**src/rtl/vram_arbiter.sv**
```systemverilog
// Video RAM arbiter. The display fetch path owns the RAM whenever it asks;
// processor writes are posted through a small FIFO and processor reads wait
// until every earlier posted write has reached memory.
module vram_arbiter #(
    parameter int unsigned AW           = 12,
    parameter int unsigned DW           = 8,
    parameter int unsigned WFIFO_DEPTH  = 4,
    parameter int unsigned STARVE_LIMIT = 1023
) (
    input  logic          clk,
    input  logic          rst,
    input  logic          disp_req,
    input  logic [AW-1:0] disp_addr,
    output logic [DW-1:0] disp_rdata,
    output logic          disp_valid,
    input  logic          cpu_req,
    input  logic          cpu_we,
    input  logic [AW-1:0] cpu_addr,
    input  logic [DW-1:0] cpu_wdata,
    output logic [DW-1:0] cpu_rdata,
    output logic          cpu_ack,
    output logic          mem_en,
    output logic          mem_we,
    output logic [AW-1:0] mem_addr,
    output logic [DW-1:0] mem_wdata,
    input  logic [DW-1:0] mem_rdata,
    output logic          starve_err
);

    localparam int unsigned PW = (WFIFO_DEPTH > 1) ? $clog2(WFIFO_DEPTH) : 1;
    localparam int unsigned CW = $clog2(STARVE_LIMIT + 1);
    localparam logic [PW:0]   FIFO_FULL  = WFIFO_DEPTH[PW:0];
    localparam logic [CW-1:0] STARVE_MAX = STARVE_LIMIT[CW-1:0];

    typedef enum logic [1:0] {StIdle, StRdWait, StRdData, StRdAck} rd_state_e;

    rd_state_e     state_q, state_d;
    logic [AW-1:0] fifo_addr_q [WFIFO_DEPTH];
    logic [DW-1:0] fifo_data_q [WFIFO_DEPTH];
    logic [PW-1:0] wr_ptr_q, rd_ptr_q;
    logic [PW:0]   count_q, count_d;
    logic [AW-1:0] rd_addr_q;
    logic          wr_ack_q;
    logic          disp_valid_q;
    logic [DW-1:0] cpu_rdata_q;
    logic [CW-1:0] starve_cnt_q, starve_cnt_d;
    logic          starve_q;

    logic fifo_empty, fifo_full, is_idle;
    logic wr_accept, rd_accept, wr_gnt, rd_gnt, cpu_gnt, pending;

    assign fifo_empty = (count_q == '0);
    // Full uses the pre-edge count, so a same-cycle pop never frees a slot early.
    assign fifo_full  = (count_q == FIFO_FULL);
    assign is_idle    = (state_q == StIdle);

    assign cpu_ack   = wr_ack_q | (state_q == StRdAck);
    assign wr_accept = cpu_req & cpu_we & ~cpu_ack & ~fifo_full & is_idle;
    assign rd_accept = cpu_req & ~cpu_we & ~cpu_ack & is_idle;

    // Display beats everything; reads only go once the write FIFO is drained.
    assign wr_gnt  = ~disp_req & ~fifo_empty;
    assign rd_gnt  = ~disp_req & fifo_empty & (state_q == StRdWait);
    assign cpu_gnt = wr_gnt | rd_gnt;
    assign pending = ~fifo_empty | (state_q == StRdWait);

    assign disp_valid = disp_valid_q;
    assign disp_rdata = mem_rdata;
    assign cpu_rdata  = cpu_rdata_q;
    assign starve_err = starve_q;

    // Memory port mux; forced quiet while reset is asserted.
    always_comb begin
        mem_en    = 1'b0;
        mem_we    = 1'b0;
        mem_addr  = '0;
        mem_wdata = '0;
        if (rst) begin
            if (disp_req) begin
                mem_en   = 1'b1;
                mem_addr = disp_addr;
            end else if (wr_gnt) begin
                mem_en    = 1'b1;
                mem_we    = 1'b1;
                mem_addr  = fifo_addr_q[rd_ptr_q];
                mem_wdata = fifo_data_q[rd_ptr_q];
            end else if (rd_gnt) begin
                mem_en   = 1'b1;
                mem_addr = rd_addr_q;
            end
        end
    end

    // Read FSM next state.
    always_comb begin
        state_d = state_q;
        unique case (state_q)
            StIdle:   if (rd_accept) state_d = StRdWait;
            StRdWait: if (rd_gnt) state_d = StRdData;
            StRdData: state_d = StRdAck;
            StRdAck:  state_d = StIdle;
            default:  state_d = StIdle;
        endcase
    end

    // FIFO occupancy: simultaneous push and pop leaves the count unchanged.
    always_comb begin
        count_d = count_q;
        if (wr_accept && !wr_gnt) begin
            count_d = count_q + 1'b1;
        end else if (!wr_accept && wr_gnt) begin
            count_d = count_q - 1'b1;
        end
    end

    // Starvation counter: clears on any processor grant, saturates at the limit.
    always_comb begin
        starve_cnt_d = starve_cnt_q;
        if (cpu_gnt) begin
            starve_cnt_d = '0;
        end else if (pending && (starve_cnt_q != STARVE_MAX)) begin
            starve_cnt_d = starve_cnt_q + 1'b1;
        end
    end

    // Control state, pointers, acks and sticky error.
    always_ff @(posedge clk or negedge rst) begin
        if (!rst) begin
            state_q      <= StIdle;
            wr_ptr_q     <= '0;
            rd_ptr_q     <= '0;
            count_q      <= '0;
            rd_addr_q    <= '0;
            wr_ack_q     <= 1'b0;
            disp_valid_q <= 1'b0;
            cpu_rdata_q  <= '0;
            starve_cnt_q <= '0;
            starve_q     <= 1'b0;
        end else begin
            state_q      <= state_d;
            count_q      <= count_d;
            wr_ack_q     <= wr_accept;
            disp_valid_q <= disp_req;
            starve_cnt_q <= starve_cnt_d;
            starve_q     <= starve_q | (starve_cnt_d == STARVE_MAX);
            if (wr_accept) wr_ptr_q <= wr_ptr_q + 1'b1;
            if (wr_gnt) rd_ptr_q <= rd_ptr_q + 1'b1;
            if (rd_accept) rd_addr_q <= cpu_addr;
            if (state_q == StRdData) cpu_rdata_q <= mem_rdata;
        end
    end

    // FIFO storage; contents are meaningless once the count is cleared.
    always_ff @(posedge clk) begin
        if (wr_accept) begin
            fifo_addr_q[wr_ptr_q] <= cpu_addr;
            fifo_data_q[wr_ptr_q] <= cpu_wdata;
        end
    end

endmodule

```
**config.mk**
```make
export PLATFORM = sky130hd
export DESIGN_NAME = vram_arbiter
export DESIGN_NICKNAME = d
export VERILOG_FILES = /design/src/rtl/vram_arbiter.sv
export SDC_FILE = /design/constraint.sdc
export NUM_CORES = 1
export LEC_CHECK = 0
export BUFFER_PORTS_ARGS = -buffer_cell sky130_fd_sc_hd__buf_2
export CAP_MARGIN = 20
export CORE_ASPECT_RATIO = 0.8
export CORE_MARGIN = 4
export CORE_UTILIZATION = 56
export DETAILED_ROUTE_END_ITERATION = 8
export PLACE_DENSITY = 0.78
export SETUP_SLACK_MARGIN = 0.02
export SLEW_MARGIN = 5
export SYNTH_ARGS = -nofsm -noshare
export SYNTH_HDL_FRONTEND = slang
export SYNTH_SLANG_ARGS = --single-unit
```
**constraint.sdc**
```tcl
create_clock -name clk -period 2.49 [get_ports clk]
set_input_delay 0.249 -clock clk [delete_from_list [all_inputs] [get_ports clk]]
set_output_delay 0.249 -clock clk [all_outputs]
set_load 0.02 [all_outputs]
```
==> qor.csv, run 1 <==
metric;value;unit
antenna_found_initial;0;
fp.dieH;95.93;um
final_nets;525;
start_kind;flop;
area_growth_syn_to_layout;23.01;%
synth-async-reset-ratio;34.43;%
cts_tree;built;
p_leak;2.754;nW
drive_above_1_share;37.76;%
ir_worst_vdd;0.7906;mV
cp.required;2.24;ns
seq_area_frac_synth;63.82;%
clock_skew;0.006077;ns
setup_viol;0;
layout_commonest_cell;buf_2;
hpwlAfterDp;7482;um
synth-seq-cells;122;
min_path_cells;1;
path_max_fanout;13;
clk_pin_slew;0.05;ns
drt_first_pass_iters;5;
clkLatencyLatePin;0.41;ns
cts-root-buf;clkbuf_16;
rsz0062_at_grt;no;
slowest_stage;mux4_2;
cp_top_family;multiplexers;
port_buffers;85;
hp-class;primary input to flop;
finalWirelength;12090;um
layout_min_cycle_time;2.309;ns
mostFrequentLayoutCells;85 x buf_2, 80 x edfxtp_1, 42 x dfrtp_1;
yosysUniqueCellTypes;45;
grt_pass1_wl;19400;um
vias;3570;
antenna_left;0;
drc;0;
worstSetupPathType;flop to output pin;
start_util;58.62;%
syn_area;5411;sq um
fin_tns_setup;0;ns
p_sw_share;29.67;%
htree_levels;4;
grt_max_degree;24;
coreArea;9231;sq um
hold-path-endpoint;fifo_data_q[0][3]$_DFFE_PP_;
r2r_slack;0.21;ns
fp.dieW;117.9;um
synth.avg_cell_area;14.51;sq um
hold_ws;0.05654;ns
place_congestion;0.8644;
synthesis.nets;429;
synth_edf_count;80;
power_frac_seq;36.0;%
final.period_utilization;92.73;%
comb_power_share;28.3;%
max-clock-path-buffers;2;
maxSlewHeadroom;48.00;%
wire_per_inst;20.25;um
cts_buffers;17;
rows;31;
timing.rr.end;starve_err$_DFF_PN0_;
fmax;433.1;MHz
crit_arrival;2.06;ns
syn-instance-count;373;
die_area;11310;sq um
min-delay-start;cpu_wdata[3];
hold_viol;0;
power.switching;2.262;mW
p_int;5.361;mW
grt_pass1_vias;3694;
status;finished, final reports clean;
worst_pin_slew;0.7791;ns
numClockSinks;122;
overflow;0;
worstSetupEndpointType;output pin;
crit_path_cell_trace;buf_6 > mux4_2 > nand2_1 > nand3_1 > o211a_1 > buf_2;
antennaDiodeCount;0;
power_density;1145;nW/um^2
drv_cap;0;
final_max_slew_viol_count;0;
drtIter0Drc;313;
max_stage_delay;0.53;ns
reg2regPathDepth;5;
synth_flop_cell;edfxtp_1;
grt.total_usage;23.17;%
path_buf_inv;2;
vias_per_cell;5.980;
yosysWarnings;0;
r2r_start;state_q[0]$_DFFE_PN0P_;
power_frac_clock;35.8;%
ioPinCount;86;
power by group through the flow:
stage	Clock [mW]	Sequential [mW]	Combinational, mW
after detailed placement	0	2.76	2.11
after global routing	2.87	2.78	2.37
after CTS	2.76	2.73	2.16
after global placement	0	2.74	2.05
final	2.73	2.74	2.16
after floorplan	0	2.80	1.43
metrics by stage:
step,power (mW),std cells,utilization [%],cell area [sq um],setup slack [ns]
after floorplan,4.226,373,-,5411,0.2072
after global placement,4.788,564,64.77,5979,0.3742
after detailed placement,4.872,564,64.77,5979,0.2280
after CTS,7.662,597,71.98,6645,0.08855
after global routing,8.021,597,72.11,6656,0.02401
final,7.624,597,72.11,6656,0.1810
cells by family after synthesis:
| kind of cell | Yosys count | share of synthesized area (%) |
|---|---|---|
| flops | 122 | 63.81 |
| simple gates | 102 | 9.318 |
| compound gates | 49 | 6.474 |
| mux | 43 | 13.09 |
| buf+inv | 39 | 3.491 |
| fa+ha+maj | 11 | 2.682 |
| xor+xnor | 7 | 1.133 |
final cells by class:
class	instances	area, sq um
multi-input cells	212	1777
fillers	588	2575
clock buffers	18	429.2
flip-flops and latches	122	3453
repair buffers	106	589.3
clock inverters	14	226.5
well taps	115	143.9
inverters	10	37.54
how the worst max path moves through the flow:
| stage | startpoint | to | depth (start not counted) | slack (ns) |
|---|---|---|---|---|
| after floorplan | state_q[0]$_DFFE_PN0P_ | count_q[2]$_DFFE_PN0P_ | 10 | 0.21 |
| after global placement | state_q[0]$_DFFE_PN0P_ | starve_err$_DFF_PN0_ | 6 | 0.37 |
| after detailed placement | state_q[0]$_DFFE_PN0P_ | count_q[2]$_DFFE_PN0P_ | 10 | 0.23 |
| after CTS | rd_ptr_q[0]$_DFFE_PN0N_ | mem_addr[7] | 6 | 0.09 |
| after global routing | count_q[0]$_DFFE_PN0P_ | mem_addr[10] | 6 | 0.02 |
| final | rd_ptr_q[0]$_DFFE_PN0N_ | mem_addr[0] | 6 | 0.18 |
sequential cells by signal, summed over array words and instances (netlist names):
name          cells
starve_err        1
fifo_data_q      32
rd_addr_q        12
rd_ptr_q          2
fifo_addr_q      48
starve_cnt_q     10
wr_ptr_q          2
cpu_rdata         8
count_q           3
wr_ack_q          1
state_q           2
disp_valid        1
cells in the mapped netlist (10+ instances only):
cell	n	area (sq um)
a21oi_1	14	70.07
buf_4	10	75.07
clkbuf_1	13	48.80
dfrtp_1	42	1051
edfxtp_1	80	2402
ha_1	10	125.1
inv_1	10	37.54
mux2_2	22	247.7
mux4_2	20	450.4
nand2_1	32	120.1
nand3_1	23	115.1
nor2_1	14	52.55
metal layers:
metal / wire, um / part of all wire (%) / global-route usage [%]
met1: 4726 / 39 / 26.98
met2: 6273 / 52 / 40.55
met3: 833 / 6.9 / 7.462
met4: 257 / 2.1 / 9.561
met5: 0 / 0 / 0
repair_timing:
item / in CTS / in global routing
setup buffers: 0 / 0
hold buffers: 1 / 0
endpoints found under the hold margin: 4 / 0
endpoints found under the setup margin: 0 / 10
gates resized for setup: 0 / 4
No activity file was read; power rests on OpenSTA's default activity.
==> inputs of run 2 (changes only) <==
--- a/config.mk
+++ b/config.mk
@@ -5,13 +5,12 @@
 export SDC_FILE = /design/constraint.sdc
 export NUM_CORES = 1
 export LEC_CHECK = 0
-export BUFFER_PORTS_ARGS = -buffer_cell sky130_fd_sc_hd__buf_2
-export CAP_MARGIN = 20
 export CORE_ASPECT_RATIO = 0.8
 export CORE_MARGIN = 4
-export CORE_UTILIZATION = 56
+export CORE_UTILIZATION = 57
 export DETAILED_ROUTE_END_ITERATION = 8
-export PLACE_DENSITY = 0.78
+export DONT_BUFFER_PORTS = 1
+export PLACE_DENSITY = 0.71
 export SETUP_SLACK_MARGIN = 0.02
 export SLEW_MARGIN = 5
 export SYNTH_ARGS = -nofsm -noshare
==> run 2 against run 1 <==
  * Die area down 1.6%
  * Total power down 8.0%
  * Wire length down 7.7%
  * Utilization down 1.8 points
==> qor.csv, run 2 (synthesis gave the netlist of run 1 again) <==
metric;value;unit;change
r2r_start;state_q[0]$_DFFE_PN0P_;;
hold_viol;0;;unchanged
drt_first_pass_iters;5;;unchanged
hold_ws;0.02437;ns;-0.03217 ns
largest_reg_flops;48;;unchanged
min-delay-start;disp_req;;
place_congestion;0.8739;;+1.1%
num-fill-cells;627;;+6.6%
drc;0;;unchanged
start_util;59.12;%;+0.50 points
grt.total_usage;22.21;%;-0.96 points
fp.dieW;116.9;um;-0.82%
rows;31;;unchanged
max-clock-path-buffers;2;;unchanged
layout_min_cycle_time;2.271;ns;-0.03798 ns
drv_cap;0;;unchanged
hpwlAfterDp;6818;um;-8.9%
vias;3229;;-9.6%
vias_per_cell;5.991;;+0.18%
dpl_worst_slack;0.2168;ns;-0.01114 ns
r2r_slack;0.22;ns;about the same
mostFrequentLayoutCells;80 x edfxtp_1, 41 x dfrtp_1, 32 x nand2_1;;
ioPinCount;86;;unchanged
cp.required;2.82;ns;+0.58 ns
maxSlewHeadroom;50.83;%;+2.8 points
final_util;70.28;%;-1.8 points
routed.top_layer;met4;;
die_area;11130;sq um;-1.6%
cts_buffers;17;;unchanged
grt_max_degree;43;;+79%
antenna_found_initial;0;;unchanged
hold-path-endpoint;starve_cnt_q[9]$_DFF_PN0_;;
rsz0062_at_grt;no;;
worstSetupPathType;flop to flop;;
p_leak;2.484;nW;-9.8%
path_max_fanout;4;;-9
antennaDiodeCount;0;;unchanged
htree_levels;4;;unchanged
drtIter0Drc;188;;-40%
clkLatencyLatePin;0.41;ns;about the same
reg2regPathDepth;10;;+5
clk_pin_slew;0.05;ns;about the same
multi_input_area;1774;sq um;-0.14%
drive_above_1_share;21.46;%;-16 points
setup_viol;0;;unchanged
hp-class;primary input to flop;;
fp.dieH;95.15;um;-0.81%
met1Wirelength;4547;um;-3.8%
worstSetupEndpointType;flop;;
final_nets;467;;-11%
grt_pass1_vias;3431;;-7.1%
top_register;fifo_addr_q;;
worst_pin_slew;0.7368;ns;-0.04228 ns
fmax;440.3;MHz;+1.7%
clock_skew;0.009932;ns;+0.003855 ns
numClockSinks;122;;unchanged
crit_arrival;2.60;ns;+0.54 ns
overflow;0;;unchanged
finalWirelength;11160;um;-7.7%
top_regs;fifo_addr_q: 48 flops, fifo_data_q: 32 flops, rd_addr_q: 12 flops;;
area_growth_syn_to_layout;18.89;%;
antenna_left;0;;unchanged
min_path_cells;2;;+1
fin_tns_setup;0;ns;unchanged
cts_tree;built;;
power_density;1090;nW/um^2;-4.8%
port_buffers;0;;-100%
dr_wl_met3;852;um;+2.3%
wire_per_inst;20.71;um;+2.3%
coreArea;9154;sq um;-0.84%
status;finished, final reports clean;;
start_kind;flop;;
setup_slack;0.2190;ns;+0.03798 ns
grt_pass1_wl;17870;um;-7.9%
met2_length;5596;um;-11%
final.period_utilization;91.20;%;-1.5 points
regArea;3455;sq um;about the same
cts-root-buf;clkbuf_16;;
ir_worst_vdd;0.7283;mV;-7.9%
p_total;7.013;mW;-8.0%
layout_commonest_cell;edfxtp_1;;
timing.rr.end;count_q[2]$_DFFE_PN0P_;;
final_max_slew_viol_count;0;;unchanged
## run 2: cell types whose count changed in the layout (fill, tap and decap cells not counted), moves of 2 or more
cell	change
bufinv_16	-4
buf_2	-85
buf_4	-3
clkbuf_1	+2
clkinvlp_4	-2
nor2_2	-2
dlygate4sd3_1	+29
clkbuf_8	+2
nor2_1	+2
## run 2: worst max-delay path by stage
stage                           start                endpoint  slack (ns)  depth (start not counted)
2_1_floorplan  state_q[0]$_DFFE_PN0P_  count_q[2]$_DFFE_PN0P_        0.21                         10
3_3_place_gp   state_q[0]$_DFFE_PN0P_  count_q[2]$_DFFE_PN0P_        0.36                         10
3_5_place_dp   state_q[0]$_DFFE_PN0P_  count_q[2]$_DFFE_PN0P_        0.22                         10
4_1_cts        count_q[0]$_DFFE_PN0P_             mem_addr[2]        0.06                          5
5_1_grt        state_q[0]$_DFFE_PN0P_  count_q[2]$_DFFE_PN0P_        0.03                         10
6_report       state_q[0]$_DFFE_PN0P_  count_q[2]$_DFFE_PN0P_        0.22                         10
## run 2: what timing repair did
item / in CTS / in global routing
setup buffers: 0 / 0
setup endpoints to repair: 0 / 3
gates resized for setup: 0 / 3
hold buffers: 31 / 0
endpoints found under the hold margin: 145 / 0
## run 2: stage by stage
step	area, sq um	std cells
2_1_floorplan	5411	373
3_3_place_gp	5532	476
3_5_place_dp	5532	476
4_1_cts	6424	539
5_1_grt	6434	539
6_report	6434	539
## run 2: critical path, cell delays in order, from the launching register on
cell and delay [ns]:
dfrtp_1 0.41, ha_1 0.22, nor2_1 0.20, nand3_1 0.13
nor2_1 0.18, ha_1 0.21, inv_1 0.06, fa_1 0.37
xor2_1 0.16, nor2_1 0.12, xor2_1 0.14
## run 2: area by class of cell
cell class	count	share of cell area, %
flip-flops and latches	122	53.70
multi-input cells	212	27.58
clock buffers	22	7.215
inverters	10	0.5834
clock inverters	10	1.556
repair buffers	48	7.137
well taps	115	2.236
## run 2: layer usage
metal,vias to the layer above,global-route usage [%]
met2,108,35.09
met4,0,7.832
met3,13,8.122
li1,1488,-
met5,-,0
met1,1620,28.58
## run 2: power by group
part | internal [mW] | switching (mW)
Sequential | 2.51 | 0.370
Clock | 1.51 | 0.815
Combinational | 0.887 | 0.923
Total | 4.90 | 2.11
